## config.mk

```make
export PLATFORM = sky130hd
export DESIGN_NAME = param_counter
export DESIGN_NICKNAME = d
export VERILOG_FILES = /design/src/rtl/param_counter_pkg.sv /design/src/rtl/param_counter_activity.sv /design/src/rtl/param_counter.sv
export SDC_FILE = /design/constraint.sdc
export NUM_CORES = 1
export LEC_CHECK = 0
export BUFFER_PORTS_ARGS = -buffer_cell sky130_fd_sc_hd__buf_4
export CAP_MARGIN = 20
export CORE_MARGIN = 2
export CORE_UTILIZATION = 30
export CTS_BUF_LIST = sky130_fd_sc_hd__clkbuf_8
export DETAILED_ROUTE_END_ITERATION = 7
export PLACE_DENSITY_LB_ADDON = 0.15
export SYNTH_ARGS = -nofsm -noshare
export SYNTH_HDL_FRONTEND = slang
export SYNTH_HIERARCHICAL = 1
export SYNTH_SLANG_ARGS = --single-unit
```

## constraint.sdc

```tcl
create_clock -name CLK -period 4.4 [get_ports CLK]
set_input_delay 0.66 -clock CLK [delete_from_list [all_inputs] [get_ports CLK]]
set_output_delay 0.66 -clock CLK [all_outputs]
set_load 0.005 [all_outputs]
```

## src/rtl/param_counter_pkg.sv

```systemverilog
`default_nettype none
// ============================================================================
// param_counter_pkg : shared output-code constants and step encoding
// Rev 1.0
// ============================================================================
package param_counter_pkg;

  localparam int MODE_BIN  = 0;
  localparam int MODE_GRAY = 1;

  typedef enum logic [1:0] {
    STEP_HOLD = 2'd0,
    STEP_LOAD = 2'd1,
    STEP_INC  = 2'd2,
    STEP_DEC  = 2'd3
  } step_e;

  // Bits needed to hold a popcount of a w-bit vector (0..w inclusive).
  function automatic int pop_w(input int w);
    return $clog2(w + 1);
  endfunction

endpackage
`default_nettype wire

```

## src/rtl/param_counter_activity.sv

```systemverilog
`default_nettype none
// ============================================================================
// param_counter_activity : saturating accumulator of output bit toggles
// Rev 1.0
// ============================================================================
module param_counter_activity
  import param_counter_pkg::*;
#(
  parameter int WIDTH = 4,
  parameter int ACT_W = 16
) (
  input  logic             clk,
  input  logic             rst_n,
  input  logic             clr,
  input  logic [WIDTH-1:0] val_cur,
  input  logic [WIDTH-1:0] val_nxt,
  output logic [ACT_W-1:0] act_log,
  output logic             act_sat
);

  localparam int POP_W = pop_w(WIDTH);
  // One spare bit so an overflowing sum is visible before clipping.
  localparam int SUM_W = ((ACT_W > POP_W) ? ACT_W : POP_W) + 1;
  localparam logic [SUM_W-1:0] ACC_MAX = SUM_W'({ACT_W{1'b1}});

  logic [WIDTH-1:0] toggles;
  logic [POP_W-1:0] pop;
  logic [SUM_W-1:0] sum;
  logic [ACT_W-1:0] acc_d, acc_q;
  logic             sat_d, sat_q;

  always_comb begin
    toggles = val_cur ^ val_nxt;
    pop     = '0;
    for (int i = 0; i < WIDTH; i++) begin
      pop = pop + POP_W'(toggles[i]);
    end
    sum   = SUM_W'(acc_q) + SUM_W'(pop);
    acc_d = acc_q;
    sat_d = sat_q;
    if (clr) begin
      acc_d = '0;
      sat_d = 1'b0;
    end else if (sum > ACC_MAX) begin
      acc_d = {ACT_W{1'b1}};
      sat_d = 1'b1;
    end else begin
      acc_d = sum[ACT_W-1:0];
    end
  end

  always_ff @(posedge clk or negedge rst_n) begin
    if (!rst_n) begin
      acc_q <= '0;
      sat_q <= 1'b0;
    end else begin
      acc_q <= acc_d;
      sat_q <= sat_d;
    end
  end

  assign act_log = acc_q;
  assign act_sat = sat_q;

endmodule
`default_nettype wire

```

## src/rtl/param_counter.sv

```systemverilog
`default_nettype none
// ============================================================================
// param_counter : modulo up/down counter, binary or Gray output, toggle log
// Rev 1.0
// ============================================================================
module param_counter
  import param_counter_pkg::*;
#(
  parameter int WIDTH   = 4,
  parameter int MODULUS = 16,
  parameter int MODE    = 0,
  parameter int ACT_W   = 16
) (
  input  logic             CLK,
  input  logic             RST,
  input  logic             CE,
  input  logic             UP,
  input  logic             LOAD,
  input  logic [WIDTH-1:0] LD_VAL,
  input  logic             CLR_ACT,
  output logic [WIDTH-1:0] VAL,
  output logic             TC,
  output logic [ACT_W-1:0] LOG_SWITCHING,
  output logic             ACT_SAT
);

  if (WIDTH < 2 || WIDTH > 16) begin : g_bad_width
    $error("param_counter: WIDTH must be within 2..16");
  end
  if (MODULUS < 2 || MODULUS > (1 << WIDTH)) begin : g_bad_modulus
    $error("param_counter: MODULUS must be within 2..2**WIDTH");
  end
  if (MODE != MODE_BIN && MODE != MODE_GRAY) begin : g_bad_mode
    $error("param_counter: MODE must be 0 (binary) or 1 (Gray)");
  end

  localparam logic [WIDTH-1:0] MAX_CNT = WIDTH'(MODULUS - 1);

  function automatic logic [WIDTH-1:0] encode(input logic [WIDTH-1:0] b);
    if (MODE == MODE_GRAY) return b ^ (b >> 1);
    return b;
  endfunction

  step_e            step;
  logic [WIDTH-1:0] cnt_d, cnt_q;
  logic             tc_d, tc_q;
  logic [WIDTH-1:0] val_nxt;

  always_comb begin
    step = STEP_HOLD;
    if (LOAD)    step = STEP_LOAD;
    else if (CE) step = UP ? STEP_INC : STEP_DEC;

    cnt_d = cnt_q;
    tc_d  = 1'b0;
    unique case (step)
      STEP_LOAD: cnt_d = (LD_VAL > MAX_CNT) ? MAX_CNT : LD_VAL;
      STEP_INC: begin
        if (cnt_q == MAX_CNT) begin
          cnt_d = '0;
          tc_d  = 1'b1;
        end else begin
          cnt_d = cnt_q + WIDTH'(1);
        end
      end
      STEP_DEC: begin
        if (cnt_q == '0) begin
          cnt_d = MAX_CNT;
          tc_d  = 1'b1;
        end else begin
          cnt_d = cnt_q - WIDTH'(1);
        end
      end
      default: ;
    endcase
    val_nxt = encode(cnt_d);
  end

  always_ff @(posedge CLK or negedge RST) begin
    if (!RST) begin
      cnt_q <= '0;
      tc_q  <= 1'b0;
    end else begin
      cnt_q <= cnt_d;
      tc_q  <= tc_d;
    end
  end

  assign VAL = encode(cnt_q);
  assign TC  = tc_q;

  param_counter_activity #(
    .WIDTH (WIDTH),
    .ACT_W (ACT_W)
  ) u_activity (
    .clk     (CLK),
    .rst_n   (RST),
    .clr     (CLR_ACT),
    .val_cur (VAL),
    .val_nxt (val_nxt),
    .act_log (LOG_SWITCHING),
    .act_sat (ACT_SAT)
  );

endmodule
`default_nettype wire

```

==> key figures <==
CTS
  • Setup repair bufs after CTS: 0
  • Clock transition at the register clock pins on the worst setup and hold paths after CTS: 0.08 ns
  • Cell chosen for the clock root: sky130_fd_sc_hd__clkbuf_8
  • CTS max path bufs: 2
  • CTS Sinks: 22
  • Num CTS Buffers: 3
  • TritonCTS clock tree: built
  • Clock Latency Late Sink: 0.26 ns
  • CTS H-Tree Depth: 1

Yosys
  • Synthesized netlist net count: 164
  • Number of synthesized flops with an enable pin: 0
  • Gate Count Post-Synth: 145
  • Unique cell type count in the Yosys netlist: 43
  • Cell area after technology mapping: 1390 um2
  • Sequential share of the synthesized area: 0.397
  • Synth Warn #: 6
  • Most common flop cell mapped by yosys: sky130_fd_sc_hd__dfrtp_1
  • Per-instance average area after synthesis: 9.56 um2
  • Proportion of synthesized flip-flops having asynchronous set or reset: 1.00
  • Synth Register Bits: 22

Floorplan
  • Initial cell density of the core: 0.314
  • Floorplan die area: 5180 um2
  • Core area: 4410 um2
  • Y dimension of the die: 72.0 um
  • Number of I/O pins: 32
  • Floorplan row count: 24
  • Horizontal die dimension: 72.0 um

Critical path
  • Family with the most delay on the worst path: adder cells
  • Launch point of the worst reg-to-reg path: VAL[0]
  • Type of the setup path with the least slack: reg -> reg
  • Maximum fanout encountered on the critical timing path: 8
  • Timing startpoint of the critical path: VAL[0]
  • FF-to-FF setup slack: 0.31 ns
  • Worst Setup End Kind: register
  • Worst reg2reg path depth: 17
  • Terminus of the critical flop-to-flop path: u_activity/act_log[15]
  • Startpoint Class: register
  • Critical path required time: 4.54 ns
  • Slowest stage delay, CP: 0.50 ns
  • Slowest cell on the critical path: sky130_fd_sc_hd__fa_1
  • Crit path buffers/inverters: 3
  • Cell-by-cell trace of the critical path: inv_1 > ha_1 > or3b_2 > a21oi_1 > o22ai_1 > o21ai_0 > xor2_1 > ha_1 > inv_1 > fa_1 > inv_1 > ha_1 > fa_1 > a21oi_2 > nor3_4 > nor4_1 > nor4_1
  • Critical path arrival: 4.22 ns

Pwr
  • IR drop worst, VDD: 0.219 mV
  • Total power: 0.652 mW
  • Power Dens Cells: 374 nW/um2
  • Static Leak: 0.827 nW

Job
  • Number of max-capacitance violations reported: 0

Timing
  • Final setup violation count: 0
  • Hold violation total from the final report: 0
  • Total Neg Setup Slack: 0 ns
  • Total count of max-transition violations in the final report: 0
  • Final WS setup: 0.314 ns
  • Crit path time final: 4.09 ns
  • Worst slew margin relative to its limit: 0.747
  • RSZ-0062 raised after global routing: no
  • Timing-limited maximum frequency: 245 MHz
  • Worst Clk Skew: 0.00334 ns
  • Actual slew at the worst max-slew pin: 0.376 ns
  • Final period util: 0.929

Place
  • Routability cong.: 0.827
  • Detailed placer's ending HPWL: 2540 um
  • Worst-case setup slack after placement: 0.213 ns
  • IO buf count: 31
  • Placed insts: 228

Global routing
  • Maximum number of pins on one net before global-route repair: 23
  • Global-route wire length before repair: 5740 um
  • Sum of overflow across all layers after global routing: 0
  • Number of antenna violations at the first check in global routing: 0
  • GRT Overall Usage: 0.139
  • Vias in the first global route: 1,254

Final layout
  • Commonest cells after routing, fill and taps aside: sky130_fd_sc_hd__buf_4, sky130_fd_sc_hd__dfrtp_1, sky130_fd_sc_hd__a21oi_1
  • Net count reported at finish: 200
  • Layout cells sized above 1: 0.268
  • Most frequent standard cell in the layout excluding fill and tap cells: sky130_fd_sc_hd__buf_4
  • Layout overhead on the synthesized area: 25.8%
  • Number of non-filler instances in the completed layout: 231
  • Final core utilization: 0.395
  • Filler Cells Inserted: 444
  • Antenna cells: 0

Drt
  • Antenna-violating nets left: 0
  • Drt wl/cell: 14.4 um
  • Total wire length: 3330 um
  • Via density: 5.30
  • Total via count in the routed design: 1,224
  • Number of remaining DRC errors: 0
  • First drt pass iteration count: 4
  • Number of design-rule violations left by the first detailed-router iteration: 67

Min path
  • Path class of the lowest-slack min-delay path: in -> async

Run status
  • Result of the run: complete, no violations
==> logic make-up after synthesis <==
family | count (synthesis) | synth area share
AOI/OAI and AO/OA | 44 | 0.199
and+or+nand+nor | 40 | 0.165
DFF | 22 | 0.397
buffers and inverters | 14 | 0.0406
xor gates and xnor gates | 13 | 0.0821
adders and majority gates | 9 | 0.0921
muxes | 3 | 0.0235
==> state kept, by name, summed over array words and instances (netlist names) <==
signal              cells
TC                      1
VAL                     4
u_activity/act_log     16
u_activity/act_sat      1
==> report_power, final <==
group | switching [mW] | internal, mW | total, mW
Combinational | 0.143 | 0.139 | 0.282
Clock | 0.0633 | 0.0610 | 0.124
Sequential | 0.0237 | 0.222 | 0.246
Total | 0.230 | 0.422 | 0.652
==> area by class of cell <==
cell class	instances	area [um2]	area share
flip-flops and latches	22	551	0.316
clock buffers	3	41.3	0.0237
well taps	52	65.1	0.0373
repair buffers	36	270	0.155
inverters	9	33.8	0.0194
multi-input cells	109	783	0.449
==> per-stage QoR <==
step           cell area [um2]  hold WS, ns
2_1_floorplan             1390        0.364
3_3_place_gp              1700        0.507
3_5_place_dp              1700        0.517
4_1_cts                   1740        0.287
5_1_grt                   1740        0.301
6_report                  1740        0.286
==> Yosys cell counts (3+ instances only) <==
master	count	area, um2
sky130_fd_sc_hd__nand3_1	4	20.0
sky130_fd_sc_hd__ha_1	7	87.6
sky130_fd_sc_hd__nor2_1	4	15.0
sky130_fd_sc_hd__nor4_1	3	18.8
sky130_fd_sc_hd__xnor2_1	8	70.1
sky130_fd_sc_hd__a21oi_1	18	90.1
sky130_fd_sc_hd__a31oi_1	6	37.5
sky130_fd_sc_hd__nand2_1	9	33.8
sky130_fd_sc_hd__o21ai_0	7	35.0
sky130_fd_sc_hd__xor2_1	5	43.8
sky130_fd_sc_hd__nor2b_1	3	18.8
sky130_fd_sc_hd__or3_1	3	18.8
sky130_fd_sc_hd__and3_1	3	18.8
sky130_fd_sc_hd__inv_1	8	30.0
sky130_fd_sc_hd__dfrtp_1	22	551
==> worst reg2reg max path, cell delays in order (launching register included) <==
cell and delay, ns:
sky130_fd_sc_hd__dfrtp_1 0.38, sky130_fd_sc_hd__inv_1 0.08, sky130_fd_sc_hd__ha_1 0.19, sky130_fd_sc_hd__or3b_2 0.46
sky130_fd_sc_hd__a21oi_1 0.15, sky130_fd_sc_hd__o22ai_1 0.09, sky130_fd_sc_hd__o21ai_0 0.24, sky130_fd_sc_hd__xor2_1 0.11
sky130_fd_sc_hd__ha_1 0.28, sky130_fd_sc_hd__inv_1 0.05, sky130_fd_sc_hd__fa_1 0.50, sky130_fd_sc_hd__inv_1 0.04
sky130_fd_sc_hd__ha_1 0.21, sky130_fd_sc_hd__fa_1 0.44, sky130_fd_sc_hd__a21oi_2 0.25, sky130_fd_sc_hd__nor3_4 0.09
sky130_fd_sc_hd__nor4_1 0.31, sky130_fd_sc_hd__nor4_1 0.09
==> how the worst max path moves through the flow <==
stage	to	slack (ns)	cells past startpoint
3_3_place_gp	u_activity/act_log[2]	0.36	18
2_1_floorplan	u_activity/act_log[11]	0.32	18
6_report	u_activity/act_log[15]	0.31	17
3_5_place_dp	u_activity/act_log[15]	0.21	17
5_1_grt	u_activity/act_log[15]	0.03	17
4_1_cts	u_activity/act_log[15]	0.21	17
==> routing by layer <==
| metal | GRT usage | wire length (um) | vias up |
|---|---|---|---|
| met5 | 0 | 0 | - |
| met4 | 0.0545 | 32 | 0 |
| met3 | 0.0250 | 162 | 5 |
| met2 | 0.228 | 1680 | 37 |
| met1 | 0.183 | 1460 | 582 |
| li1 | - | - | 600 |
==> repair_timing <==
item	4_1_cts	5_1_grt
endpoints found under the setup margin	0	14
hold buffers	0	0
resized for setup	0	2
Note: power is estimated with default switching activity, not from simulation.
